## src/rtl/bp_pkg.sv

```systemverilog
`default_nettype none
// +------------------------------------------------------------------+
// | bp_pkg                                                           |
// | Opcodes, 2-bit counter states and immediate helpers for the BP.  |
// | Rev 1.0                                                          |
// +------------------------------------------------------------------+
package bp_pkg;

    localparam logic [6:0] OP_BRANCH = 7'b1100011;
    localparam logic [6:0] OP_JAL    = 7'b1101111;
    localparam logic [6:0] OP_JALR   = 7'b1100111;

    localparam logic [1:0] SNT = 2'b00;
    localparam logic [1:0] WNT = 2'b01;
    localparam logic [1:0] WT  = 2'b10;
    localparam logic [1:0] ST  = 2'b11;

    function automatic logic [1:0] sat2_next(input logic [1:0] ctr, input logic taken);
        logic [1:0] nxt;
        nxt = ctr;
        case (ctr)
            SNT:     nxt = taken ? WNT : SNT;
            WNT:     nxt = taken ? WT  : SNT;
            WT:      nxt = taken ? ST  : WNT;
            default: nxt = taken ? ST  : WT;
        endcase
        return nxt;
    endfunction

    function automatic logic [31:0] imm_b(input logic [31:0] insn);
        return {{19{insn[31]}}, insn[31], insn[7], insn[30:25], insn[11:8], 1'b0};
    endfunction

    function automatic logic [31:0] imm_j(input logic [31:0] insn);
        return {{11{insn[31]}}, insn[31], insn[19:12], insn[20], insn[30:21], 1'b0};
    endfunction

endpackage
`default_nettype wire

```

## src/rtl/bimodal_branch_predictor_if.sv

```systemverilog
`default_nettype none
// +------------------------------------------------------------------+
// | bimodal_branch_predictor_if                                      |
// | IF lookup, EX resolve and perf-counter signals of the predictor. |
// | Rev 1.0                                                          |
// +------------------------------------------------------------------+
interface bimodal_branch_predictor_if;

    logic [31:0] pc;
    logic [31:0] instruction;
    logic [31:0] branch_pc;
    logic        branch_resolved;
    logic        branch_is_cond;
    logic        branch_taken_actual;
    logic [31:0] branch_target_actual;
    logic        branch_pred_taken;
    logic [31:0] branch_pred_target;
    logic        prediction;
    logic [31:0] predicted_target;
    logic        is_branch_instruction;
    logic        is_jump_instruction;
    logic        misprediction;
    logic [31:0] branch_count;
    logic [31:0] mispredict_count;

    modport master (
        output pc, instruction, branch_pc, branch_resolved, branch_is_cond,
               branch_taken_actual, branch_target_actual, branch_pred_taken, branch_pred_target,
        input  prediction, predicted_target, is_branch_instruction, is_jump_instruction,
               misprediction, branch_count, mispredict_count
    );

    modport slave (
        input  pc, instruction, branch_pc, branch_resolved, branch_is_cond,
               branch_taken_actual, branch_target_actual, branch_pred_taken, branch_pred_target,
        output prediction, predicted_target, is_branch_instruction, is_jump_instruction,
               misprediction, branch_count, mispredict_count
    );

endinterface
`default_nettype wire

```

## src/rtl/sat_counter_table.sv

```systemverilog
`default_nettype none
// +------------------------------------------------------------------+
// | sat_counter_table                                                |
// | 2-bit saturating counters: async read, sync write, sync reset.   |
// | Rev 1.0                                                          |
// +------------------------------------------------------------------+
module sat_counter_table
    import bp_pkg::*;
#(
    parameter int         INDEX_BITS = 6,
    parameter logic [1:0] INIT       = WNT
) (
    input  logic                  clk,
    input  logic                  rst,
    input  logic [INDEX_BITS-1:0] rd_idx,
    output logic [1:0]            rd_ctr,
    input  logic                  wr_en,
    input  logic [INDEX_BITS-1:0] wr_idx,
    input  logic                  wr_taken
);

    localparam int DEPTH = 1 << INDEX_BITS;

    logic [1:0] r_ctr [DEPTH];

    assign rd_ctr = r_ctr[rd_idx];

    always_ff @(posedge clk) begin
        if (rst) begin
            for (int i = 0; i < DEPTH; i++) begin
                r_ctr[i] <= INIT;
            end
        end else if (wr_en) begin
            r_ctr[wr_idx] <= sat2_next(r_ctr[wr_idx], wr_taken);
        end
    end

endmodule
`default_nettype wire

```

## src/rtl/bimodal_branch_predictor.sv

```systemverilog
`default_nettype none
// +------------------------------------------------------------------+
// | bimodal_branch_predictor                                         |
// | Bimodal direction predictor with tagged BTB and perf counters.   |
// | Rev 1.0                                                          |
// +------------------------------------------------------------------+
module bimodal_branch_predictor
    import bp_pkg::*;
#(
    parameter int         INDEX_BITS   = 6,
    parameter int         TAG_BITS     = 8,
    parameter logic [1:0] COUNTER_INIT = WNT,
    parameter bit         BTB_ENABLE   = 1'b1
) (
    input  logic                      clk,
    input  logic                      rst,
    bimodal_branch_predictor_if.slave bus
);

    localparam int DEPTH   = 1 << INDEX_BITS;
    localparam int TAG_LSB = INDEX_BITS + 2;

    logic [INDEX_BITS-1:0] w_idx;
    logic [INDEX_BITS-1:0] w_uidx;
    logic [TAG_BITS-1:0]   w_tag;
    logic [TAG_BITS-1:0]   w_utag;
    logic                  w_update;
    logic                  w_btb_write;
    logic                  w_hit;
    logic [31:0]           w_btb_target;
    logic [1:0]            w_ctr;
    logic                  w_pred;
    logic [31:0]           w_target;
    logic                  w_is_branch;
    logic                  w_is_jump;
    logic                  w_mispredict;
    logic                  w_unused_bits;
    logic [31:0]           r_branch_count;
    logic [31:0]           r_mispredict_count;

    assign w_idx       = bus.pc[INDEX_BITS+1:2];
    assign w_tag       = bus.pc[TAG_LSB+TAG_BITS-1:TAG_LSB];
    assign w_uidx      = bus.branch_pc[INDEX_BITS+1:2];
    assign w_utag      = bus.branch_pc[TAG_LSB+TAG_BITS-1:TAG_LSB];
    assign w_update    = bus.branch_resolved && !rst;
    assign w_btb_write = w_update && bus.branch_taken_actual;
    assign w_unused_bits = ^{bus.branch_pc[31:TAG_LSB+TAG_BITS], bus.branch_pc[1:0], w_ctr[0]};

    sat_counter_table #(
        .INDEX_BITS (INDEX_BITS),
        .INIT       (COUNTER_INIT)
    ) u_ctr_table (
        .clk      (clk),
        .rst      (rst),
        .rd_idx   (w_idx),
        .rd_ctr   (w_ctr),
        .wr_en    (w_update && bus.branch_is_cond),
        .wr_idx   (w_uidx),
        .wr_taken (bus.branch_taken_actual)
    );

    generate
        if (BTB_ENABLE) begin : g_btb
            logic [DEPTH-1:0]    r_valid;
            logic [TAG_BITS-1:0] r_tag    [DEPTH];
            logic [31:0]         r_target [DEPTH];

            always_ff @(posedge clk) begin
                if (rst) begin
                    r_valid <= '0;
                end else if (w_btb_write) begin
                    r_valid[w_uidx] <= 1'b1;
                end
            end

            // Tag/target need no reset: the valid bit gates every use.
            always_ff @(posedge clk) begin
                if (w_btb_write) begin
                    r_tag[w_uidx]    <= w_utag;
                    r_target[w_uidx] <= bus.branch_target_actual;
                end
            end

            assign w_hit        = r_valid[w_idx] && (r_tag[w_idx] == w_tag);
            assign w_btb_target = r_target[w_idx];
        end else begin : g_no_btb
            assign w_hit        = 1'b0;
            assign w_btb_target = '0;
        end
    endgenerate

    always_comb begin
        w_pred      = 1'b0;
        w_target    = bus.pc + 32'd4;
        w_is_branch = 1'b0;
        w_is_jump   = 1'b0;
        if (!rst) begin
            case (bus.instruction[6:0])
                OP_BRANCH: begin
                    w_is_branch = 1'b1;
                    w_pred      = w_ctr[1];
                    w_target    = w_hit ? w_btb_target : bus.pc + imm_b(bus.instruction);
                end
                OP_JAL: begin
                    w_is_jump = 1'b1;
                    w_pred    = 1'b1;
                    w_target  = bus.pc + imm_j(bus.instruction);
                end
                OP_JALR: begin
                    w_is_jump = 1'b1;
                    w_pred    = w_hit;
                    w_target  = w_btb_target;
                end
                default: ;
            endcase
        end
    end

    assign w_mispredict = w_update &&
        ((bus.branch_taken_actual != bus.branch_pred_taken) ||
         (bus.branch_taken_actual && (bus.branch_target_actual != bus.branch_pred_target)));

    always_ff @(posedge clk) begin
        if (rst) begin
            r_branch_count     <= '0;
            r_mispredict_count <= '0;
        end else if (bus.branch_resolved) begin
            if (r_branch_count != 32'hFFFF_FFFF) begin
                r_branch_count <= r_branch_count + 32'd1;
            end
            if (w_mispredict && (r_mispredict_count != 32'hFFFF_FFFF)) begin
                r_mispredict_count <= r_mispredict_count + 32'd1;
            end
        end
    end

    assign bus.prediction            = w_pred;
    assign bus.predicted_target      = w_target;
    assign bus.is_branch_instruction = w_is_branch;
    assign bus.is_jump_instruction   = w_is_jump;
    assign bus.misprediction         = w_mispredict;
    assign bus.branch_count          = r_branch_count;
    assign bus.mispredict_count      = r_mispredict_count;

endmodule
`default_nettype wire

```

## src/flat_wrapper.sv

```systemverilog
// flat-port wrapper written by rule: the top's interface ports become plain ports
module bimodal_branch_predictor_flat import bp_pkg::*;
#(
    parameter int         INDEX_BITS   = 6,
    parameter int         TAG_BITS     = 8,
    parameter logic [1:0] COUNTER_INIT = WNT,
    parameter bit         BTB_ENABLE   = 1'b1
)
  (clk, rst, bus_pc, bus_instruction, bus_branch_pc, bus_branch_resolved, bus_branch_is_cond, bus_branch_taken_actual, bus_branch_target_actual, bus_branch_pred_taken, bus_branch_pred_target, bus_prediction, bus_predicted_target, bus_is_branch_instruction, bus_is_jump_instruction, bus_misprediction, bus_branch_count, bus_mispredict_count);
  bimodal_branch_predictor_if bus_i ();
  input  logic clk;
  input  logic rst;
  input wire logic [$bits(bus_i.pc)-1:0] bus_pc;
  input wire logic [$bits(bus_i.instruction)-1:0] bus_instruction;
  input wire logic [$bits(bus_i.branch_pc)-1:0] bus_branch_pc;
  input wire logic [$bits(bus_i.branch_resolved)-1:0] bus_branch_resolved;
  input wire logic [$bits(bus_i.branch_is_cond)-1:0] bus_branch_is_cond;
  input wire logic [$bits(bus_i.branch_taken_actual)-1:0] bus_branch_taken_actual;
  input wire logic [$bits(bus_i.branch_target_actual)-1:0] bus_branch_target_actual;
  input wire logic [$bits(bus_i.branch_pred_taken)-1:0] bus_branch_pred_taken;
  input wire logic [$bits(bus_i.branch_pred_target)-1:0] bus_branch_pred_target;
  output wire logic [$bits(bus_i.prediction)-1:0] bus_prediction;
  output wire logic [$bits(bus_i.predicted_target)-1:0] bus_predicted_target;
  output wire logic [$bits(bus_i.is_branch_instruction)-1:0] bus_is_branch_instruction;
  output wire logic [$bits(bus_i.is_jump_instruction)-1:0] bus_is_jump_instruction;
  output wire logic [$bits(bus_i.misprediction)-1:0] bus_misprediction;
  output wire logic [$bits(bus_i.branch_count)-1:0] bus_branch_count;
  output wire logic [$bits(bus_i.mispredict_count)-1:0] bus_mispredict_count;
  assign bus_i.pc = bus_pc;
  assign bus_i.instruction = bus_instruction;
  assign bus_i.branch_pc = bus_branch_pc;
  assign bus_i.branch_resolved = bus_branch_resolved;
  assign bus_i.branch_is_cond = bus_branch_is_cond;
  assign bus_i.branch_taken_actual = bus_branch_taken_actual;
  assign bus_i.branch_target_actual = bus_branch_target_actual;
  assign bus_i.branch_pred_taken = bus_branch_pred_taken;
  assign bus_i.branch_pred_target = bus_branch_pred_target;
  assign bus_prediction = bus_i.prediction;
  assign bus_predicted_target = bus_i.predicted_target;
  assign bus_is_branch_instruction = bus_i.is_branch_instruction;
  assign bus_is_jump_instruction = bus_i.is_jump_instruction;
  assign bus_misprediction = bus_i.misprediction;
  assign bus_branch_count = bus_i.branch_count;
  assign bus_mispredict_count = bus_i.mispredict_count;
  bimodal_branch_predictor #(.INDEX_BITS(INDEX_BITS), .TAG_BITS(TAG_BITS), .COUNTER_INIT(COUNTER_INIT), .BTB_ENABLE(BTB_ENABLE)) u_core (.clk(clk), .rst(rst), .bus(bus_i));
endmodule
```

## config.mk

```make
export PLATFORM = sky130hd
export DESIGN_NAME = bimodal_branch_predictor_flat
export DESIGN_NICKNAME = d
export VERILOG_FILES = /design/src/rtl/bp_pkg.sv /design/src/rtl/bimodal_branch_predictor_if.sv /design/src/rtl/sat_counter_table.sv /design/src/rtl/bimodal_branch_predictor.sv /design/src/flat_wrapper.sv
export SDC_FILE = /design/constraint.sdc
export NUM_CORES = 2
export LEC_CHECK = 0
export ABC_AREA = 1
export CAP_MARGIN = 0
export CORE_AREA = 2 2 402 503
export CTS_CLUSTER_DIAMETER = 80
export DETAILED_ROUTE_END_ITERATION = 12
export DIE_AREA = 0 0 404 505
export PLACE_DENSITY = 0.77
export SKIP_CTS_REPAIR_TIMING = 1
export SYNTH_ARGS = -nofsm -noshare
export SYNTH_HDL_FRONTEND = slang
export SYNTH_SLANG_ARGS = --single-unit
```

## constraint.sdc

```tcl
create_clock -name clk -period 5.5 [get_ports clk]
set_clock_uncertainty 0.05 [all_clocks]
set_input_delay 1.1 -clock clk [delete_from_list [all_inputs] [get_ports clk]]
set_output_delay 1.1 -clock clk [all_outputs]
set_load 0.05 [all_outputs]
```

==> results.toml <==
[finish]
layout-drive-gt1-share_pct = 10.8
stdcell_area_um2 = 137000
area_growth_pct = 14.9
nNetsFinal = 10979
final_util_pct = 68.8

[cts]
cts_root_buf = "clkbuf_16"
cts_tree = "built"
clk_pin_slew_ns = 0.06
cts-buffers-inserted = 280
clk_path_buf_depth = 4
clk_latency_ns = 0.95
h-tree-depth = 5
clock_sinks = 2816

[worst_setup_path]
r2r_setup_slack_ns = 2.47
critPathTopFamily = "buffers and inverters"
crit_chain = "buf_8, inv_16, buf_12, buf_4, a21oi_1, o21ai_0, o211ai_1, a32o_1, o21ai_1, nand3_1, buf_12, a21oi_1, a21oi_1, buf_4, buf_12"
cp-endpoint = "bus_prediction"
r2r-end = "u_core.u_ctr_table.r_ctr[0][1]$_SDFFCE_PN0P_"
cp_data_arrival_time_ns = 4.32
cp-end-kind = "output port"
cp.depth = 15
cpMaxStageDelayCell = "buf_4"
worstPathMaxFanout = 68
reg2reg_depth = 9
setup.worst_path.start = "bus_pc[2]"
cp_slowest_stage_delay_ns = 0.40
cp-start-kind = "input port"
worst-path-buf-inv = 7
critPathKind = "input port to output port"
rr_startpoint = "u_core.u_ctr_table.r_ctr[49][0]$_SDFFCE_PN1P_"
cp.required_ns = 4.35

[detailed_routing]
drcViolationCount = 0
viasPerCell = 6.60
ant_nets = 0
vias = 89525
drt_iter0_drc = 14015
drt_wl_total_um = 395000
dr.pass1.iters = 8
wl_per_cell_um = 29.1

[synth]
yosys_warnings = 0
synth_ff_type = "edfxtp_1"
avgSynthCellArea_um2 = 11.5
ys_types = 61
yosysSeqAreaShare_pct = 70.0
synthesis.instances = 10315
syn-num-nets = 10529
synth_seq_cells = 2816
synth_area_um2 = 119000
async_flop_share_pct = 0
synth_edf_count = 2688

[global_routing]
gr-total-overflow = 0
grt_usage_pct = 38.1
grt_max_degree = 124
grt_pass1_vias = 87057
antenna_found_initial = 20
grt_pass1_wl_um = 565000

[sta]
setup_viol = 0
drv_slew = 0
slew_headroom_pct = 17.0
period_share_pct = 99.5
tns_ns = 0
clock.fmax_ghz = 0.183
period_needed_ns = 5.47
tightest_slew_ns = 1.24
finalWorstSetupSlack_ns = 0.0276
final_hold_viol_count = 0
rsz0062_at_grt = "false"

[min_path]
holdCritStartpoint = "u_core.g_btb.r_valid[5]$_SDFFE_PP0P_"
whs_path_depth = 2
hold_class = "flip-flop to flip-flop"

[floorplanning]
die_height_um = 505
rows = 183
dieArea_um2 = 204000
core_area_um2 = 199000
die_width_um = 404
ios = 266
start_util_pct = 59.8

[pwr]
power_mw = 45.5
power_density_nw_per_um2 = 333
leakage_nw = 46.2
irDropWorstVdd_v = 0.000352

[placement]
gp_congestion = 0.980
place_area_um2 = 128000
io_buffers = 247
pre_cts_ws_ns = -0.140
dp_hpwl_um = 226000

[status]
status = "completed"

[run]
maxCapViolations = 0
==> synthesized netlist by cell type, types with 4 or more instances <==
cell type     n  area share (%)
inv_1       457             1.4
o21ai_1     131            0.55
nor2_4        4           0.038
o21ai_2       4           0.029
or2_2         7           0.037
a221oi_1     21            0.15
a22o_1       12           0.088
a31oi_1      19            0.10
a21o_1        5           0.032
and3_1        4           0.021
nand3_1     472             2.0
nand4_1      31            0.16
a221oi_2      7           0.088
o211ai_1     86            0.54
o21ai_0    1253             5.3
o21bai_1      5           0.032
o221ai_1    207             1.5
dfxtp_1     128             2.2
a22oi_1      19            0.12
o21a_1        6           0.038
ha_1         46            0.48
nand2_1    1219             3.8
a21oi_1     310             1.3
buf_1        38            0.12
xor2_1       69            0.51
clkinv_1      7           0.022
buf_6        31            0.29
nor3_1       69            0.29
nor4_1       19            0.10
buf_2       226            0.95
o22ai_1     327             1.7
clkbuf_1    277            0.87
edfxtp_1   2688              68
a211oi_1     12           0.076
xnor2_1       9           0.066
nor3b_1       7           0.044
inv_2        14           0.044
buf_4        73            0.46
nor2_1     1962             6.2
==> through the flow <==
step / std cells / hold WS (ns)
finish: 13564 / 0.416
global route: 13555 / 0.425
CTS: 13543 / 0.411
detailed placement: 13068 / 0.402
global placement: 13068 / 0.393
floorplan: 10315 / 0.385
==> power breakdown <==
group / total [mW] / switching (mW) / internal (mW)
clock network: 18.2 / 7.87 / 10.4
logic: 3.74 / 2.61 / 1.13
registers: 23.5 / 0.0255 / 23.5
total: 45.5 / 10.5 / 35.0
==> placed cells by master (no fill, tap or decap), drive strengths merged, types with 15 or more instances in the layout <==
| master | Yosys | final |
|---|---|---|
| edfxtp | 2688 | 2688 |
| nor2 | 1969 | 1969 |
| o21ai | 1388 | 1388 |
| nand2 | 1222 | 1222 |
| buf | 368 | 647 |
| inv | 472 | 480 |
| nand3 | 475 | 475 |
| clkbuf | 278 | 343 |
| o22ai | 327 | 327 |
| a21oi | 311 | 311 |
| o221ai | 207 | 207 |
| clkdlybuf4s50 | 0 | 163 |
| dfxtp | 128 | 128 |
| clkinv | 7 | 111 |
| o211ai | 86 | 86 |
| nor3 | 72 | 72 |
| xor2 | 69 | 69 |
| ha | 46 | 46 |
| nand4 | 32 | 32 |
| a221oi | 28 | 28 |
| a22oi | 19 | 19 |
| a31oi | 19 | 19 |
| nor4 | 19 | 19 |
| bufinv | 0 | 17 |
| diode | 0 | 16 |
| a211oi | 15 | 15 |
==> worst min-delay path: stages (launching register included) <==
cell     delay, ns
dfxtp_1       0.32
nor2_1        0.05
nor2_1        0.07
==> cell type report <==
| class | instances | area, um2 |
|---|---|---|
| sequential | 2816 | 83300 |
| fill | 13357 | 62100 |
| multi-input combinational | 6374 | 31300 |
| timing repair buffer | 814 | 8390 |
| clock buffer | 343 | 7430 |
| tap | 2590 | 3240 |
| inverter | 479 | 1860 |
| clock inverter | 132 | 1080 |
| antenna | 16 | 40.0 |
==> cell families (layout without fill, tap and decap cells) <==
family | after synthesis | in the layout | share of synthesized area [%]
AND/OR/NAND/NOR | 3808 | 3808 | 12.8
flip-flops | 2816 | 2816 | 70.0
AO/OA/AOI/OAI | 2440 | 2440 | 11.8
buffers and inverters | 1125 | 1768 | 4.22
XOR/XNOR | 78 | 78 | 0.575
adder cells (fa/ha/maj) | 48 | 48 | 0.518
other | 0 | 16 | 0
==> metal layers <==
| metal | share of wire, % | global-route usage [%] | routed length (um) |
|---|---|---|---|
| met1 | 32 | 47.0 | 128000 |
| met4 | 7.6 | 24.8 | 29900 |
| met2 | 46 | 59.3 | 181000 |
| met3 | 14 | 10.5 | 56900 |
| met5 | 0.025 | 0 | 97 |
==> registers in the layout, indices dropped and copies added (netlist names) <==
register / cells
u_core.g_btb.r_target: 2048
u_core.g_btb.r_tag: 512
u_core.u_ctr_table.r_ctr: 128
u_core.g_btb.r_valid: 64
u_core.bus.branch_count: 32
u_core.bus.mispredict_count: 32
==> worst min path at each step <==
stage | endpoint
detailed placement | u_core.g_btb.r_valid[57]$_SDFFE_PP0P_
global placement | u_core.g_btb.r_valid[11]$_SDFFE_PP0P_
CTS | u_core.g_btb.r_valid[57]$_SDFFE_PP0P_
global route | u_core.g_btb.r_valid[57]$_SDFFE_PP0P_
finish | u_core.g_btb.r_valid[5]$_SDFFE_PP0P_
floorplan | u_core.g_btb.r_valid[11]$_SDFFE_PP0P_
Note: power is estimated with default switching activity, not from simulation.
